File: src/rtl/mem_access_arbiter.sv
// mem_access_arbiter: two-port arbiter in front of a single-ported word memory.
// Each accepted request takes three cycles: IDLE (sample and latch), ACCESS
// (grant pulse and memory strobes) and RESP (rvalid pulse).
// Optional feature: define MEM_ARB_ROUND_ROBIN_EN to alternate the winner on
// simultaneous requests. When it is undefined, port 0 always wins a tie.
// Every output is forced low while rst is high. This keeps a reset that lands
// in an ACCESS cycle from issuing a store.
module mem_access_arbiter (
    input  logic        clk,
    input  logic        rst,
    input  logic        req0,
    input  logic        we0,
    input  logic [3:0]  addr0,
    input  logic [31:0] wdata0,
    output logic        gnt0,
    output logic        rvalid0,
    output logic [31:0] rdata0,
    input  logic        req1,
    input  logic        we1,
    input  logic [3:0]  addr1,
    input  logic [31:0] wdata1,
    output logic        gnt1,
    output logic        rvalid1,
    output logic [31:0] rdata1,
    output logic [3:0]  mem_addr,
    output logic [31:0] mem_write_data,
    output logic        mem_ldr_str_en,
    output logic        mem_load_en,
    output logic        mem_store_en,
    input  logic [31:0] mem_read_data,
    output logic        busy
);

    typedef enum logic [1:0] {
        ST_IDLE   = 2'd0,
        ST_ACCESS = 2'd1,
        ST_RESP   = 2'd2
    } state_t;

    state_t      r_state;
    state_t      w_state_nxt;
    logic        w_accept;
    logic        w_win;
    logic        r_win;
    logic        r_we;
    logic [3:0]  r_addr;
    logic [31:0] r_wdata;
    logic [31:0] r_rdata0;
    logic [31:0] r_rdata1;
    logic        w_access;
    logic        w_resp;

`ifdef MEM_ARB_ROUND_ROBIN_EN
    // r_last holds the most recently granted port. Reset value 1 gives port 0 the first tie.
    logic        r_last;

    // Tie goes to the port that was not granted last.
    assign w_win = (req0 && req1) ? ~r_last : ~req0;

    // Pointer tracks the port of each accepted request.
    always_ff @(posedge clk) begin
        if (rst) begin
            r_last <= 1'b1;
        end else if (w_accept) begin
            r_last <= w_win;
        end
    end
`else
    // Fixed priority: port 0 wins whenever it is requesting.
    assign w_win = ~req0;
`endif

    // Next-state logic: sample requests only in IDLE; ACCESS and RESP last one cycle each.
    always_comb begin
        w_state_nxt = r_state;
        w_accept    = 1'b0;
        case (r_state)
            ST_IDLE: begin
                if (req0 || req1) begin
                    w_state_nxt = ST_ACCESS;
                    w_accept    = 1'b1;
                end else begin
                    w_state_nxt = ST_IDLE;
                end
            end
            ST_ACCESS: w_state_nxt = ST_RESP;
            ST_RESP:   w_state_nxt = ST_IDLE;
            default:   w_state_nxt = ST_IDLE;
        endcase
    end

    // State register.
    always_ff @(posedge clk) begin
        if (rst) begin
            r_state <= ST_IDLE;
        end else begin
            r_state <= w_state_nxt;
        end
    end

    // Latch the winner's command when a request is accepted; hold it otherwise.
    always_ff @(posedge clk) begin
        if (rst) begin
            r_win   <= 1'b0;
            r_we    <= 1'b0;
            r_addr  <= 4'h0;
            r_wdata <= 32'h0;
        end else if (w_accept) begin
            r_win   <= w_win;
            r_we    <= w_win ? we1 : we0;
            r_addr  <= w_win ? addr1 : addr0;
            r_wdata <= w_win ? wdata1 : wdata0;
        end
    end

    // Capture load data into the winner's result register at the end of ACCESS.
    always_ff @(posedge clk) begin
        if (rst) begin
            r_rdata0 <= 32'h0;
            r_rdata1 <= 32'h0;
        end else if ((r_state == ST_ACCESS) && !r_we) begin
            if (r_win) begin
                r_rdata1 <= mem_read_data;
            end else begin
                r_rdata0 <= mem_read_data;
            end
        end
    end

    assign w_access       = (r_state == ST_ACCESS) && !rst;
    assign w_resp         = (r_state == ST_RESP) && !rst;

    assign gnt0           = w_access && !r_win;
    assign gnt1           = w_access && r_win;
    assign rvalid0        = w_resp && !r_win;
    assign rvalid1        = w_resp && r_win;
    assign busy           = (r_state != ST_IDLE) && !rst;
    assign mem_ldr_str_en = w_access;
    assign mem_load_en    = w_access && !r_we;
    assign mem_store_en   = w_access && r_we;
    assign mem_addr       = rst ? 4'h0 : r_addr;
    assign mem_write_data = rst ? 32'h0 : r_wdata;
    assign rdata0         = rst ? 32'h0 : r_rdata0;
    assign rdata1         = rst ? 32'h0 : r_rdata1;

endmodule

File: config.mk
export PLATFORM = sky130hd
export DESIGN_NAME = mem_access_arbiter
export DESIGN_NICKNAME = d
export VERILOG_FILES = /design/src/rtl/mem_access_arbiter.sv
export SDC_FILE = /design/constraint.sdc
export NUM_CORES = 1
export LEC_CHECK = 0
export BUFFER_PORTS_ARGS = -buffer_cell sky130_fd_sc_hd__clkbuf_2
export CAP_MARGIN = 20
export CORE_MARGIN = 5
export CORE_UTILIZATION = 45
export CTS_BUF_LIST = sky130_fd_sc_hd__clkbuf_8
export CTS_CLUSTER_SIZE = 14
export DETAILED_ROUTE_END_ITERATION = 8
export GPL_ROUTABILITY_DRIVEN = 0
export PLACE_DENSITY = 0.79
export SLEW_MARGIN = 20
export SYNTH_ARGS = -nofsm -noshare
export SYNTH_HDL_FRONTEND = slang
export SYNTH_SLANG_ARGS = --single-unit
export TNS_END_PERCENT = 20
File: constraint.sdc
create_clock -name clk -period 1.9 [get_ports clk]
set_input_delay 0.38 -clock clk [delete_from_list [all_inputs] [get_ports clk]]
set_output_delay 0.38 -clock clk [all_outputs]
set_load 0.05 [all_outputs]
==> impl_metrics.prom <==
# TYPE chip_impl_metric gauge
chip_impl_info{name="run_status",value="completed"} 1
chip_impl_info{name="cts-root-buf",value="sky130_fd_sc_hd__clkbuf_8"} 1
chip_impl_metric{name="synthXorXnorAreaFrac",unit="%"} 0
chip_impl_metric{name="placement.io_buffers",unit=""} 217
chip_impl_metric{name="die_width",unit="um"} 113
chip_impl_info{name="setup_repair_after_global_routing_missed_its_margin",value="no"} 1
chip_impl_metric{name="clockBufferDepth",unit=""} 2
chip_impl_metric{name="hold_buffers_post_cts",unit=""} 0
chip_impl_metric{name="final_period_minus_worst_setup_slack",unit="ns"} 1.81
chip_impl_metric{name="die_height",unit="um"} 113
chip_impl_metric{name="first_pass_grt_wire_length",unit="um"} 19800
chip_impl_info{name="leading_cell_types_in_the_layout_fill_and_taps_excluded",value="sky130_fd_sc_hd__clkbuf_2 (211), sky130_fd_sc_hd__nor2b_1 (109), sky130_fd_sc_hd__dfxtp_1 (101), sky130_fd_sc_hd__mux2_2 (64)"} 1
chip_impl_info{name="critical_path.startpoint_type",value="register"} 1
chip_impl_metric{name="critical_path.max_stage_delay",unit="ns"} 0.37
chip_impl_metric{name="total_detailed_routing_wirelength",unit="um"} 12500
chip_impl_metric{name="max_cap_violations",unit=""} 0
chip_impl_metric{name="fillCellCount",unit=""} 905
chip_impl_metric{name="design.die.area",unit="um^2"} 12800
chip_impl_metric{name="final_layout_setup_total_negative_slack",unit="ns"} 0
chip_impl_metric{name="synth_adder_area_share",unit="%"} 0
chip_impl_metric{name="synthCells",unit=""} 473
chip_impl_metric{name="yosys_register_bits",unit=""} 104
chip_impl_metric{name="grt_pass1_vias",unit=""} 4160
chip_impl_info{name="synthDominantAreaCellType",value="sky130_fd_sc_hd__dfxtp_1"} 1
chip_impl_metric{name="antenna_violating_nets_post_route",unit=""} 0
chip_impl_info{name="cts_tree",value="built"} 1
chip_impl_metric{name="post_layout_nonfiller_instances",unit=""} 815
chip_impl_metric{name="final_setup_margin",unit="ns"} 0.0857
chip_impl_metric{name="start_util",unit="%"} 46.4
chip_impl_metric{name="worst_ep_required_time",unit="ns"} 1.52
chip_impl_info{name="timing.critical_path.cells",value="nand2b_4 > buf_4 > nor3_4 > buf_2"} 1
chip_impl_metric{name="yosys_warnings",unit=""} 0
chip_impl_metric{name="leakage",unit="nW"} 3.03
chip_impl_metric{name="top_level_ports",unit=""} 218
chip_impl_metric{name="area_delta_synth_final",unit="%"} 31.5
chip_impl_info{name="final_common_cell",value="sky130_fd_sc_hd__clkbuf_2"} 1
chip_impl_metric{name="post-place-cells",unit=""} 796
chip_impl_metric{name="core",unit="um^2"} 10400
chip_impl_metric{name="syn_area_per_cell",unit="um^2"} 10.2
chip_impl_metric{name="layout_worst_path_cycle_share",unit="%"} 95.5
chip_impl_metric{name="antenna_cells",unit=""} 0
chip_impl_metric{name="timing_hold_violations_final",unit=""} 0
chip_impl_metric{name="mappedNetlistArea",unit="um^2"} 4810
chip_impl_metric{name="critical_path.max_fanout",unit=""} 4
chip_impl_metric{name="synth.area.mux_share",unit="%"} 20.2
chip_impl_metric{name="synth_compound_gate_area_share",unit="%"} 11.5
chip_impl_metric{name="route.detailed.vias_per_inst",unit=""} 4.98
chip_impl_metric{name="h_tree_level_count",unit=""} 3
chip_impl_metric{name="clock_latency",unit="ns"} 0.36
chip_impl_metric{name="reg2reg_setup_slack",unit="ns"} 0.21
chip_impl_metric{name="number_of_unique_standard_cell_types_used_by_synthesis",unit=""} 25
chip_impl_metric{name="grt_max_degree",unit=""} 60
chip_impl_metric{name="fmax",unit="MHz"} 551
chip_impl_metric{name="final_nets",unit=""} 784
chip_impl_metric{name="final_layout_size_suffix_gt1_share",unit="%"} 48.2
chip_impl_metric{name="synth.net_count",unit=""} 583
chip_impl_metric{name="finalCoreUtilization",unit="%"} 61.0
chip_impl_metric{name="arrival",unit="ns"} 1.43
chip_impl_info{name="timing.critical_path.to_type",value="primary output"} 1
chip_impl_info{name="ys_top_cells_by_area",value="sky130_fd_sc_hd__dfxtp_1 (43%), sky130_fd_sc_hd__mux2_2 (15%), sky130_fd_sc_hd__nor2b_1 (14%), sky130_fd_sc_hd__a211oi_1 (5.9%), sky130_fd_sc_hd__mux2i_1 (5.2%)"} 1
chip_impl_metric{name="post-route-drc-count",unit=""} 0
chip_impl_metric{name="placementRows",unit=""} 37
chip_impl_metric{name="pre_cts_ws",unit="ns"} 0.154
chip_impl_metric{name="place_hpwl",unit="um"} 9550
chip_impl_metric{name="grt_antenna_before_repair",unit=""} 0
chip_impl_metric{name="synth_simple_gate_area_share",unit="%"} 20.5
chip_impl_metric{name="drt-initial-drc-count",unit=""} 143
chip_impl_metric{name="post-synth-top-area-fraction",unit="%"} 43.3
chip_impl_metric{name="timing.max_slew.rel_slack",unit="%"} 37.4
chip_impl_metric{name="cts_sinks",unit=""} 104
chip_impl_metric{name="worstMarginPinSlew",unit="ns"} 0.939
chip_impl_metric{name="report.final.setup_viol",unit=""} 0
chip_impl_metric{name="peakVddDrop",unit="mV"} 0.534
chip_impl_info{name="worst-setup-path-type",value="reg -> out"} 1
chip_impl_metric{name="total_vias_in_the_final_route",unit=""} 4061
chip_impl_info{name="worst_hold_path_type",value="in -> reg"} 1
chip_impl_metric{name="finalMaxSlewViolations",unit=""} 0
chip_impl_metric{name="finalClockSkew",unit="ns"} 0.0213
chip_impl_info{name="synth_top_family_by_area",value="simple AND/OR/NAND/NOR gates"} 1
chip_impl_info{name="critical_path.slowest_cell",value="sky130_fd_sc_hd__dfxtp_2"} 1
chip_impl_metric{name="synth_sequential_area_ratio",unit="%"} 43.3
chip_impl_metric{name="routedWlPerCell",unit="um"} 15.4
chip_impl_metric{name="grt_overflow",unit=""} 0
chip_impl_metric{name="path_clk_slew",unit="ns"} 0.11
chip_impl_metric{name="cts-buffers-inserted",unit=""} 9
chip_impl_metric{name="p_per_area",unit="nW/um^2"} 794
chip_impl_metric{name="grt_usage",unit="%"} 18.8
chip_impl_metric{name="firstDrtPassIters",unit=""} 4
[state kept, by name (all words and copies together), names as in the netlist]
register  count
r_win         1
r_rdata0     32
r_we          1
r_wdata      32
r_addr        4
r_rdata1     32
r_state       2
[Yosys cell counts]
cell and n:
sky130_fd_sc_hd__or2_0 1, sky130_fd_sc_hd__inv_1 1, sky130_fd_sc_hd__nor2b_1 111, sky130_fd_sc_hd__nor3_4 1, sky130_fd_sc_hd__nor4bb_1 1, sky130_fd_sc_hd__buf_2 12
sky130_fd_sc_hd__buf_4 5, sky130_fd_sc_hd__nand2b_4 1, sky130_fd_sc_hd__buf_6 3, sky130_fd_sc_hd__nor2_1 3, sky130_fd_sc_hd__mux2_2 64, sky130_fd_sc_hd__and2_1 3
sky130_fd_sc_hd__o22ai_1 12, sky130_fd_sc_hd__nor4b_1 1, sky130_fd_sc_hd__nor3b_4 1, sky130_fd_sc_hd__and2b_1 22, sky130_fd_sc_hd__nand2b_1 1, sky130_fd_sc_hd__a211oi_1 38
sky130_fd_sc_hd__a21oi_1 38, sky130_fd_sc_hd__nor2_2 1, sky130_fd_sc_hd__clkbuf_1 20, sky130_fd_sc_hd__nor3_1 2, sky130_fd_sc_hd__buf_1 2, sky130_fd_sc_hd__dfxtp_1 104
sky130_fd_sc_hd__mux2i_1 25
[final timing paths]
| kind | from | to | cells past startpoint |
|---|---|---|---|
| max reg2reg | r_state[1]$_SDFF_PP0_ | r_rdata1[11]$_SDFFE_PP0P_ | 5 |
| min | req0 | r_win$_SDFFE_PP0P_ | 2 |
| min reg2reg | r_wdata[26]$_SDFFE_PP0P_ | r_wdata[26]$_SDFFE_PP0P_ | 2 |
| max | r_state[1]$_SDFF_PP0_ | gnt0 | 4 |
[stage by stage]
stage                     hold WS [ns]  power [mW]  area [um^2]
after detailed placement         0.508        3.61         6080
after global placement           0.502        3.58         6080
after global routing             0.223        5.25         6320
after floorplan                  0.490        3.28         4870
after CTS                        0.227        5.07         6310
final                            0.238        5.02         6320
[final cells by class]
type | instances | area [um^2] | area share [%]
clock buffer | 9 | 124 | 1.96
tap | 136 | 170 | 2.69
timing repair buffer | 232 | 1270 | 20.1
inverter | 1 | 3.75 | 0.0594
sequential | 104 | 2090 | 33.0
multi-input combinational | 326 | 2580 | 40.8
clock inverter | 7 | 87.6 | 1.39
[cell families (layout without fill, tap and decap cells)]
family                 Yosys count  in the layout
AND/OR/NAND/NOR                149            149
multiplexers                    89             89
AO/OA/AOI/OAI                   88             88
buffers and inverters           43            249
flip-flops                     104            104
[timing repair]
item,4_1_cts,5_1_grt
cloned,0,0
buffers inserted,3,0
setup endpoints to repair,4,7
gates resized for setup,2,9
[critical path: cells and delay by family, from the launching register on]
family / cells / cell delay, ns
buf+inv: 2 / 0.43
flops: 1 / 0.37
simple gates: 2 / 0.27
[power by group]
group | internal, mW | switching (mW) | total (mW)
Combinational | 0.444 | 0.723 | 1.17
Sequential | 2.33 | 0.0711 | 2.40
Clock | 0.640 | 0.809 | 1.45
Total | 3.41 | 1.60 | 5.02
[per-layer routing]
layer	vias up	global-route usage [%]	part of all wire, %
met5	-	0	0
met4	0	3.45	1.1
met3	12	4.60	6.3
met2	158	34.1	51
met1	1850	22.6	42
li1	2041	-	-
Note: power is estimated with default switching activity, not from simulation.
